`src/rtl/pll_pkg.sv`:
```
// Shared types and defaults for the PLL frequency-lock detector.
// Pure declarations: no logic, no latency, no flow control.
package pll_pkg;

  typedef enum logic [1:0] {
    IDLE    = 2'd0,
    MEASURE = 2'd1,
    COMPARE = 2'd2
  } state_t;

  localparam int WIN_LOG2_DEF = 4;
  localparam int CW_DEF       = 8;
  localparam int FSEL_W       = 4;

endpackage

```
`src/rtl/freq_lock_detect_edge_sync.sv`:
```
// Two-flop synchroniser plus edge flop producing a one-cycle rising-edge pulse.
// Pulse is consumed 3 sampling-clock edges after the input edge; no backpressure.
module edge_sync (
  input  logic i_clk,
  input  logic i_rst,
  input  logic i_d,
  output logic o_rise
);

  logic r_meta;
  logic r_sync;
  logic r_prev;

  always_ff @(posedge i_clk) begin
    if (i_rst) begin
      r_meta <= 1'b0;
      r_sync <= 1'b0;
      r_prev <= 1'b0;
    end else begin
      r_meta <= i_d;
      r_sync <= r_meta;
      r_prev <= r_sync;
    end
  end

  assign o_rise = r_sync & ~r_prev;

endmodule

```
`src/rtl/freq_lock_detect.sv`:
```
// Counts feedback edges over 2^WIN_LOG2 reference periods; reports signed error, fast/slow, lock.
// Results update one cycle after the closing reference edge (Valid pulse); no backpressure.
module freq_lock_detect
  import pll_pkg::*;
#(
  parameter int WIN_LOG2     = WIN_LOG2_DEF,
  parameter int CW           = CW_DEF,
  parameter int TOL          = 1,
  parameter int LOCK_WINDOWS = 3
) (
  input  logic              Fin,
  input  logic              Reset,
  input  logic              Enable,
  input  logic              F_ref,
  input  logic              F_PFD,
  input  logic [FSEL_W-1:0] Fsel,
  output logic [CW:0]       Err,
  output logic              Valid,
  output logic              Fast,
  output logic              Slow,
  output logic              Lock
);

  localparam int RW = WIN_LOG2 + 1;
  localparam int LW = $clog2(LOCK_WINDOWS + 1);
  localparam logic [RW-1:0]      REF_LAST  = RW'((2 ** WIN_LOG2) - 1);
  localparam logic [CW:0]        WIN_EDGES = (CW + 1)'(2 ** WIN_LOG2);
  localparam logic [CW-1:0]      PFD_MAX   = {CW{1'b1}};
  localparam logic [LW-1:0]      LOCK_MAX  = LW'(LOCK_WINDOWS);
  localparam logic signed [CW:0] TOL_S     = (CW + 1)'(TOL);

  state_t            r_state;
  logic [RW-1:0]     r_ref_cnt;
  logic [CW-1:0]     r_pfd_cnt;
  logic [LW-1:0]     r_lock_cnt;
  logic [CW:0]       r_err;
  logic              r_valid;
  logic              r_fast;
  logic              r_slow;
  logic              r_lock;
  logic [FSEL_W-1:0] r_fsel_q;

  state_t            w_state_nxt;
  logic [RW-1:0]     w_ref_nxt;
  logic [CW-1:0]     w_pfd_nxt;
  logic [CW-1:0]     w_pfd_inc;
  logic [LW-1:0]     w_lock_cnt_nxt;
  logic [CW:0]       w_err_nxt;
  logic              w_valid_nxt;
  logic              w_fast_nxt;
  logic              w_slow_nxt;
  logic              w_lock_nxt;
  logic              w_ref_e;
  logic              w_pfd_e;
  logic              w_fsel_chg;
  logic              w_abort;
  logic              w_in_tol;
  logic signed [CW:0] w_err;

  edge_sync u_ref_sync (
    .i_clk  (Fin),
    .i_rst  (Reset),
    .i_d    (F_ref),
    .o_rise (w_ref_e)
  );

  edge_sync u_pfd_sync (
    .i_clk  (Fin),
    .i_rst  (Reset),
    .i_d    (F_PFD),
    .o_rise (w_pfd_e)
  );

  assign w_fsel_chg = (Fsel != r_fsel_q);
  assign w_abort    = ~Enable | w_fsel_chg;
  // Zero-extend before subtracting so a saturated count never reads as negative.
  assign w_err      = {1'b0, r_pfd_cnt} - WIN_EDGES;
  assign w_in_tol   = (w_err <= TOL_S) && (w_err >= -TOL_S);
  assign w_pfd_inc  = (r_pfd_cnt == PFD_MAX) ? PFD_MAX : r_pfd_cnt + CW'(w_pfd_e);

  always_comb begin
    w_state_nxt    = r_state;
    w_ref_nxt      = r_ref_cnt;
    w_pfd_nxt      = r_pfd_cnt;
    w_lock_cnt_nxt = r_lock_cnt;
    w_err_nxt      = r_err;
    w_valid_nxt    = 1'b0;
    w_fast_nxt     = r_fast;
    w_slow_nxt     = r_slow;
    w_lock_nxt     = r_lock;

    if (w_abort) begin
      w_state_nxt    = IDLE;
      w_ref_nxt      = '0;
      w_pfd_nxt      = '0;
      w_lock_cnt_nxt = '0;
      w_lock_nxt     = 1'b0;
    end else begin
      case (r_state)
        IDLE: begin
          w_ref_nxt = '0;
          w_pfd_nxt = '0;
          if (w_ref_e) w_state_nxt = MEASURE;
        end
        MEASURE: begin
          w_ref_nxt = r_ref_cnt + RW'(w_ref_e);
          w_pfd_nxt = w_pfd_inc;
          if (w_ref_e && (r_ref_cnt == REF_LAST)) w_state_nxt = COMPARE;
        end
        COMPARE: begin
          w_err_nxt   = w_err;
          w_fast_nxt  = (w_err > TOL_S);
          w_slow_nxt  = (w_err < -TOL_S);
          w_valid_nxt = 1'b1;
          if (w_in_tol) begin
            w_lock_cnt_nxt = (r_lock_cnt == LOCK_MAX) ? LOCK_MAX : r_lock_cnt + LW'(1);
            w_lock_nxt     = (w_lock_cnt_nxt == LOCK_MAX);
          end else begin
            w_lock_cnt_nxt = '0;
            w_lock_nxt     = 1'b0;
          end
          // Edges landing in this cycle open the next window.
          w_ref_nxt   = RW'(w_ref_e);
          w_pfd_nxt   = CW'(w_pfd_e);
          w_state_nxt = MEASURE;
        end
        default: begin
          w_state_nxt = IDLE;
          w_ref_nxt   = '0;
          w_pfd_nxt   = '0;
        end
      endcase
    end
  end

  always_ff @(posedge Fin) begin
    if (Reset) begin
      r_state    <= IDLE;
      r_ref_cnt  <= '0;
      r_pfd_cnt  <= '0;
      r_lock_cnt <= '0;
      r_err      <= '0;
      r_valid    <= 1'b0;
      r_fast     <= 1'b0;
      r_slow     <= 1'b0;
      r_lock     <= 1'b0;
      r_fsel_q   <= '0;
    end else begin
      r_state    <= w_state_nxt;
      r_ref_cnt  <= w_ref_nxt;
      r_pfd_cnt  <= w_pfd_nxt;
      r_lock_cnt <= w_lock_cnt_nxt;
      r_err      <= w_err_nxt;
      r_valid    <= w_valid_nxt;
      r_fast     <= w_fast_nxt;
      r_slow     <= w_slow_nxt;
      r_lock     <= w_lock_nxt;
      r_fsel_q   <= Fsel;
    end
  end

  assign Err   = r_err;
  assign Valid = r_valid;
  assign Fast  = r_fast;
  assign Slow  = r_slow;
  assign Lock  = r_lock;

endmodule

```
`config.mk`:
```
export PLATFORM = sky130hd
export DESIGN_NAME = freq_lock_detect
export DESIGN_NICKNAME = d
export VERILOG_FILES = /design/src/rtl/pll_pkg.sv /design/src/rtl/freq_lock_detect_edge_sync.sv /design/src/rtl/freq_lock_detect.sv
export SDC_FILE = /design/constraint.sdc
export NUM_CORES = 1
export LEC_CHECK = 0
export ABC_AREA = 0
export CORE_MARGIN = 2
export CORE_UTILIZATION = 47
export DETAILED_ROUTE_END_ITERATION = 7
export GPL_ROUTABILITY_DRIVEN = 0
export HOLD_SLACK_MARGIN = 0.06
export PLACE_DENSITY = 0.69
export SLEW_MARGIN = 20
export SYNTH_ARGS = -nofsm -noshare
export SYNTH_HDL_FRONTEND = slang
export SYNTH_SLANG_ARGS = --single-unit
```
`constraint.sdc`:
```
create_clock -name Fin -period 3.1 [get_ports Fin]
set_clock_uncertainty 0.05 [all_clocks]
set_input_delay 0.465 -clock Fin [delete_from_list [all_inputs] [get_ports Fin]]
set_output_delay 0.465 -clock Fin [all_outputs]
set_load 0.1 [all_outputs]
```
### Word level (Yosys, flattened, before mapping)

Cells that the tools add are included.
W data, S select, Z words.

| word-level totals | value |
|---|---|
| register bits after elaboration | 40 |
| output and inout port bits | 13 |
| logic and storage cells | 56 |

| cells by class | value |
|---|---|
| add/sub/neg operators | 4 |
| muxes and demuxes | 10 |
| bitwise operators | 7 |
| magnitude comparators | 4 |
| eq/ne operators | 9 |
| reduce and logical (&&, ||, !) cells | 6 |

Operator list:

| operator | number |
|---|---|
| $pmux W8 S2 | 1 |
| $pmux W5 S2 | 1 |
| $ge A9 B1 Y1 const B | 1 |
| $gt A9 B2 Y1 const B | 1 |
| $le A9 B2 Y1 const B | 1 |
| $lt A9 B1 Y1 const B | 1 |
| $sub A8 B5 Y9 const B | 1 |
| $add A8 B1 Y8 | 1 |
| $eq A8 B8 Y1 const B | 1 |
| $mux W2 | 4 |
| $mux W8 | 1 |
| $eq A2 B2 Y1 const B | 3 |
| $pmux W2 S3 | 1 |
| $add A5 B1 Y5 | 1 |
| $eq A5 B4 Y1 const B | 1 |
| $ne A2 B2 Y1 const B | 2 |
| $ne A4 B4 Y1 | 1 |
| $not A1 Y1 | 4 |
| $reduce_and A2 Y1 | 2 |
| $add A2 B1 Y2 const B | 1 |
| $and A1 B1 Y1 | 2 |
| $eq A2 B1 Y1 const B | 1 |
| $logic_and A1 B1 Y1 | 2 |
| $logic_not A2 Y1 | 1 |
| 3 further kinds | 4 |

### Depth between registers and ports, before layout

Gate-level depths: netlist of the first run.

| logic depth | value |
|---|---|
| depth in word-level cells | 5 |
| gate-level depth with buffers | 8 |
| mapped depth without buffers | 8 |

### Modules after synthesis

From an unflattened synthesis of the first run, not the netlist that was laid out.

| second synthesis, totals | value |
|---|---|
| cells, all modules | 200 |
| area, all modules | 1844.3 um2 |

By module, submodules not included:

| module | area each (um2) | cells an instance | seq. area each (um2) | instances |
|---|---|---|---|---|
| freq_lock_detect | 1669.1 | 186 | 680.7 | 1 |
| edge_sync | 87.6 | 7 | 60.1 | 2 |

### Least setup slack after synthesis of the first run

Ideal clock, no wire load.

| timing | value |
|---|---|
| path type | register to register |
| start | register r_pfd_cnt[4] |
| end | register r_lock (netlist: Lock) |
| path slack | 1115 ps |
| stages on the path, launching flop included | 8 |
| data arrival time | 1813 ps |
| cell sequence | dfxtp_1 > inv_1 > ha_1 > or4b_4 > a211oi_2 > xnor2_1 > o21ai_2 > o21ai_1 |

| on the way | value |
|---|---|
| word-level cells in the longest chain between the ends | 4 |

RTL lines:

| what | RTL line | RTL |
|---|---|---|
| start: declaration | freq_lock_detect.sv:34 | `logic [CW-1:0] r_pfd_cnt;` |
| start signal: assignment | freq_lock_detect.sv:151 | `r_pfd_cnt <= w_pfd_nxt;` |
| $sub A8 B5 Y9 (*) | freq_lock_detect.sv:77 | `assign w_err = {1'b0, r_pfd_cnt} - WIN_EDGES;` |
| via w_err[4] | freq_lock_detect.sv:58 | `logic signed [CW:0] w_err;` |
| $le A9 B2 Y1 or $ge A9 B1 Y1 (tied branches) | freq_lock_detect.sv:78 | `assign w_in_tol = (w_err <= TOL_S) && (w_err >= -TOL_S);` |
| $logic_and A1 B1 Y1 (*) | freq_lock_detect.sv:78 |  |
| $mux W1 (*) | freq_lock_detect.sv:115 | `if (w_in_tol) begin` |
| end signal: assignment | freq_lock_detect.sv:157 | `r_lock <= w_lock_nxt;` |
| end: declaration | freq_lock_detect.sv:40 | `logic r_lock;` |

Mark *: on every way through the listed nets, which the timed path passes. The rest lies on a longest branch.
A chain may end at the register's enable or synchronous reset.

### Worst setup path in the final report of the first run

| timing | value |
|---|---|
| start | register r_pfd_cnt[4] |
| end | register r_lock_cnt[0] |

| on the way | value |
|---|---|
| word-level cells in the longest chain between the ends | 4 |

RTL lines:

| what | RTL line | RTL |
|---|---|---|
| $sub A8 B5 Y9 (*) | freq_lock_detect.sv:77 |  |
| via w_err[4] | freq_lock_detect.sv:58 |  |
| $le A9 B2 Y1 or $ge A9 B1 Y1 (tied branches) | freq_lock_detect.sv:78 |  |
| $logic_and A1 B1 Y1 (*) | freq_lock_detect.sv:78 |  |
| $mux W2 (*) | freq_lock_detect.sv:115 |  |
| end signal: assignment | freq_lock_detect.sv:152 | `r_lock_cnt <= w_lock_cnt_nxt;` |
| end: declaration | freq_lock_detect.sv:35 | `logic [LW-1:0] r_lock_cnt;` |

Marked as above.

==> impl_metrics.csv, run 1 <==
group,metric,value,unit
run_status,outcome,"completed",
synthesis,seq_area_frac_synth,44.5,%
clock_network,cts_made_buffers,5,
global_routing,grt_util_met3,5.11,%
sta,hold_violations,0,
routing,avgViaCountPerCell,5.17,
finish,finish.instance_area,2100,um2
routing,drtPass1Iterations,4,
routing,antenna_left,0,
synthesis,ys_ff_latch,40,
floorplanning,coreArea,3660,um2
synthesis,syn_nets,209,
global_routing,grt_pass1_wl,5760,um
clock_network,cts_root_buffer,"clkbuf_8",
critical_path,rrSetupSlack,0.76,ns
finish,drive_above_1_share,14.6,%
finish,multi_input_comb_area,920,um2
placement,placement.io_buffers,21,
clock_network,cts_tree,"built",
finish,fin_cells,260,
synthesis,ys.warnings.count,0,
power_and_ir_drop,leakagePower,0.785,nW
floorplanning,ios,22,
synthesis,synth.most_common_cell,"dfxtp_1",
floorplanning,die_area,4340,um2
routing,wl_per_cell,12.2,um
clock_network,cts.sinks,40,
critical_path,arrival,2.46,ns
synthesis,synth_area,1800,um2
sta,max_slew.worst_pin.slew,0.478,ns
global_routing,use_met2,28.3,%
finish,fin_util,57.4,%
clock_network,clk_pin_slew,0.07,ns
global_routing,grtUsageMet1,21.4,%
global_routing,antenna_found_initial,0,
clock_network,htree_levels,2,
global_routing,grt_max_degree,23,
clock_network,clkLatencyLatePin,0.29,ns
clock_network,cts-resized-gates,0,
synthesis,yosysTopAreaCell,"dfxtp_1",
sta,fin_crit_sh,75.5,%
floorplanning,die_h,65.9,um
clock_network,cts_setup_buffers,0,
global_routing,grt.busiest_layer,"met2",
routing,drtIter0Drc,76,
synthesis,synth_commonest_cells,"dfxtp_1 (40), nor2_1 (21), ha_1 (12), nor2b_1 (12), xnor2_1 (12)",
sta,setup_viol,0,
critical_path,cp_max_fo,9,
synthesis,async_reset_ff_share,0,%
floorplanning,die_w,65.9,um
global_routing,grt_pass1_vias,1339,
sta,fin_hold_ws,0.393,ns
synthesis,synth_edf_count,0,
flow_run,drv_cap,0,
routing,vias,1343,
critical_path,critPathRequiredTime,3.22,ns
finish,area_growth,16.8,%
power_and_ir_drop,vdd_ir_drop_max,347,uV
sta,slew_headroom,67.9,%
finish,n_antenna_cell,0,
floorplanning,start_util,49.1,%
critical_path,end_kind,"register",
power_and_ir_drop,p_per_area,431,nW/um2
sta,tns,0,ns
finish,ff_latch_area,801,um2
sta,fin_crit,2.34,ns
critical_path,path_class,"reg -> reg",
synthesis,ys_types,41,
placement,dp.cells,252,
routing,drc,0,
placement,hpwl,2390,um
placement,dpl_worst_slack,0.611,ns
clock_network,clock_path_buffers,2,
sta,timing.final.max_slew_violations,0,
synthesis,netlist_top_cells_area,"dfxtp_1 (45%), ha_1 (8.4%), xnor2_1 (5.8%), nor2_1 (4.4%), nor2b_1 (4.2%)",
finish,fin_nets,232,
floorplanning,rows,22,
clock_network,cts_hold_buf,0,
sta,worst_slack,0.759,ns
synthesis,synth_top_area_share,44.5,%
min_path,hold_class,"reg -> reg",
sta,fmax,427,MHz
routing,routed_wl,3180,um
critical_path,worstSetupStartpointType,"register",
global_routing,track_usage,17.2,%
synthesis,synth_ff_type,"dfxtp_1",
finish,fill_cells,332,
synthesis,netlist_instances,188,
global_routing,grt_overflow,0,
synthesis,synth_area_per_cell,9.56,um2
sta,rsz0062_at_grt,"no",
placement,postPlaceCellArea,2010,um2
power_and_ir_drop,fin_total_pwr,0.905,mW
-- logic make-up (layout without fill, tap and decap cells) --
logic type                 Yosys count  after routing  synth area share (%)
AOI/OAI and AO/OA                   28             28                  10.4
xor gates and xnor gates            15             15                  7.31
adders and majority gates           12             12                  8.35
buffers and inverters               17             41                  4.31
DFF                                 40             40                  44.5
muxes                                6              6                  3.41
and+or+nand+nor                     70             70                  21.7
-- registers in the layout, indices dropped and copies added, names as in the netlist --
| register | flops |
|---|---|
| Err | 9 |
| Fast | 1 |
| Lock | 1 |
| Slow | 1 |
| Valid | 1 |
| r_fsel_q | 4 |
| r_lock_cnt | 2 |
| r_pfd_cnt | 8 |
| r_ref_cnt | 5 |
| r_state | 2 |
| u_pfd_sync.r_meta | 1 |
| u_pfd_sync.r_prev | 1 |
| u_pfd_sync.r_sync | 1 |
| u_ref_sync.r_meta | 1 |
| u_ref_sync.r_prev | 1 |
| u_ref_sync.r_sync | 1 |
-- worst max-delay path, stage by stage, from the launching register on --
cell and delay (ns):
dfxtp_1 0.50, inv_1 0.14, ha_1 0.35, or4b_4 0.47, a211oi_2 0.26, xnor2_1 0.14, o21ai_2 0.20, o21ai_1 0.10
-- path summary, 6_finish.rpt --
kind	from	to	cells after the start
worst min-delay path	u_pfd_sync.r_meta	u_pfd_sync.r_sync	1
worst min register to register	u_pfd_sync.r_meta	u_pfd_sync.r_sync	1
worst max register to register	r_pfd_cnt[4]	r_lock_cnt[0]	7
worst max-delay path	r_pfd_cnt[4]	r_lock_cnt[0]	7
-- cells in the final DEF (no fill, tap or decap), drive strengths merged, types with 2 or more instances in the layout --
| cell | instances |
|---|---|
| clkbuf | 8 |
| and3 | 3 |
| nand3 | 11 |
| inv | 10 |
| nor3 | 4 |
| o21ai | 5 |
| xor2 | 3 |
| a211oi | 6 |
| nand4 | 2 |
| mux2i | 5 |
| buf | 15 |
| ha | 12 |
| a21oi | 10 |
| xnor2 | 12 |
| nand2 | 4 |
| nor2b | 12 |
| nor4 | 2 |
| nand2b | 4 |
| dfxtp | 40 |
| a22oi | 2 |
| nor2 | 21 |
| clkdlybuf4s50 | 8 |
-- routing by layer --
| metal | up-vias | wire length [um] |
|---|---|---|
| li1 | 684 | - |
| met1 | 635 | 1500 |
| met2 | 18 | 1540 |
| met3 | 6 | 80 |
| met4 | 0 | 55 |
| met5 | - | 0 |
-- layout make-up --
| cell class | count | share of cell area [%] |
|---|---|---|
| Clock buffer | 8 | 4.29 |
| Timing Repair Buffer | 23 | 9.17 |
| Multi-Input combinational cell | 131 | 43.8 |
| Inverter | 10 | 1.79 |
| Tap cell | 48 | 2.86 |
| Sequential cell | 40 | 38.1 |
-- power breakdown --
part / total (mW) / switching [mW] / leakage [nW] / internal, mW
sequential: 0.521 / 0.00193 / 0.324 / 0.519
combinational: 0.0328 / 0.0145 / 0.416 / 0.0182
clock: 0.350 / 0.169 / 0.0455 / 0.181
total: 0.905 / 0.186 / 0.785 / 0.719
(Power assumes the default switching activity.)
==> inputs of run 2 (changes only) <==
Clock period 3.1 ns to 2.3 ns, I/O delays scaled along.
==> impl_metrics.csv, run 2 (synthesis results as in run 1) <==
group,metric,value,unit
run_status,outcome,"completed",
finish,fin_nets,234,
finish,fin_util,58.5,%
sta,rsz0062_at_grt,"no",
floorplanning,die_area,4340,um2
critical_path,critPathRequiredTime,2.43,ns
critical_path,path_class,"reg -> reg",
clock_network,cts_tree,"built",
clock_network,cts_root_buffer,"clkbuf_8",
critical_path,r2r-end,"r_lock_cnt[0]",
power_and_ir_drop,p_per_area,572,nW/um2
routing,antenna_left,0,
sta,tns,0,ns
floorplanning,rows,22,
finish,fill_cells,336,
routing,vias,1316,
sta,fin_crit_sh,91.9,%
critical_path,end_kind,"register",
clock_network,clkLatencyLatePin,0.29,ns
critical_path,worstSetupStartpointType,"register",
sta,fin_crit,2.11,ns
critical_path,reg2reg_from,"r_pfd_cnt[4]",
critical_path,rrSetupSlack,0.19,ns
sta,hold_violations,0,
routing,drc,0,
clock_network,cts.sinks,40,
placement,hpwl,2400,um
clock_network,cts_setup_buffers,0,
global_routing,grt_pass1_wl,5660,um
global_routing,antenna_found_initial,0,
floorplanning,ios,22,
routing,routed_wl,3150,um
finish,finish.instance_area,2140,um2
critical_path,cp_max_fo,9,
power_and_ir_drop,fin_total_pwr,1.22,mW
power_and_ir_drop,vdd_ir_drop_max,336,uV
global_routing,track_usage,17.1,%
placement,placement.io_buffers,21,
critical_path,arrival,2.24,ns
finish,fin_cells,262,
routing,avgViaCountPerCell,5.02,
sta,setup_viol,0,
global_routing,grt_overflow,0,
sta,timing.final.max_slew_violations,0,
clock_network,clk_pin_slew,0.08,ns
flow_run,drv_cap,0,
finish,final_cell_mix,"dfxtp_1 (38), nor2_1 (21), buf_4 (16)",
placement,postPlaceCellArea,2040,um2
min_path,whs_path_depth,1,
routing,drtIter0Drc,72,
finish,drive_above_1_share,17.8,%
floorplanning,die_h,65.9,um
power_and_ir_drop,leakagePower,0.812,nW
floorplanning,start_util,49.1,%
min_path,hold_class,"reg -> reg",
placement,dpl_worst_slack,0.139,ns
global_routing,grt_max_degree,23,
clock_network,cts_made_buffers,5,
sta,slew_headroom,66.9,%
sta,worst_slack,0.187,ns
clock_network,clock_path_buffers,2,
finish,area_growth,19.1,%
min_path,min_to,"u_pfd_sync.r_sync",
sta,max_slew.worst_pin.slew,0.484,ns
clock_network,htree_levels,2,
global_routing,grt_pass1_vias,1350,
finish,final_common_cell,"dfxtp_1",
min_path,hp-start,"u_pfd_sync.r_meta",
routing,wl_per_cell,12.0,um
critical_path,reg2reg_depth,8,
placement,dp.cells,254,
sta,fin_hold_ws,0.391,ns
floorplanning,die_w,65.9,um
finish,largest_reg_flops,9,
floorplanning,coreArea,3660,um2
routing,drtPass1Iterations,4,
sta,fmax,473,MHz
finish,n_antenna_cell,0,
==> run 2: repair_timing <==
| item | 4_1_cts | 5_1_grt |
|---|---|---|
| setup endpoints to repair | 0 | 4 |
| resized for setup | 0 | 3 |
| hold buffers | 0 | 0 |
==> run 2: cell type report <==
type | count | area [um2] | area share (%)
clock buffers | 6 | 82.6 | 3.86
well taps | 48 | 60.1 | 2.81
inverters | 10 | 37.5 | 1.75
multi-input cells | 131 | 927 | 43.3
repair buffers | 25 | 220 | 10.3
clock inverters | 2 | 10.0 | 0.468
flip-flops and latches | 40 | 803 | 37.5
==> run 2: how the worst max path moves through the flow <==
stage / start / endpoint / slack (ns) / cells past startpoint
finish: r_pfd_cnt[4] / r_lock_cnt[0] / 0.19 / 8
global route: r_pfd_cnt[4] / r_lock_cnt[1] / 0.01 / 8
CTS: r_pfd_cnt[4] / r_lock_cnt[0] / 0.12 / 7
detailed placement: r_pfd_cnt[4] / r_lock_cnt[1] / 0.14 / 8
global placement: r_pfd_cnt[4] / r_lock_cnt[1] / 0.21 / 8
floorplan: r_pfd_cnt[4] / Lock / 0.32 / 7
==> run 2: metal layers <==
layer,routed length (um),GRT usage (%)
met5,0,0
met4,67,9.64
met3,90,3.75
met2,1530,29.9
met1,1460,18.9
==> run 2: worst max-delay path: stages (launching register included) <==
cell     delay, ns
dfxtp_2       0.37
inv_1         0.12
ha_1          0.20
or2b_2        0.35
nor2_1        0.20
ha_1          0.30
xnor2_2       0.16
o21ai_2       0.16
o21ai_1       0.09
==> run 2: power by group <==
part | leakage [nW] | switching (mW) | internal [mW]
logic | 0.436 | 0.0194 | 0.0249
registers | 0.325 | 0.00251 | 0.700
clock network | 0.0510 | 0.238 | 0.239
==> inputs of run 3 (changes only) <==
Settings changed: CAP_MARGIN from default to 20.
==> results of run 3 <==
No change in the layout: final DEF, timing and power equal those of run 2.
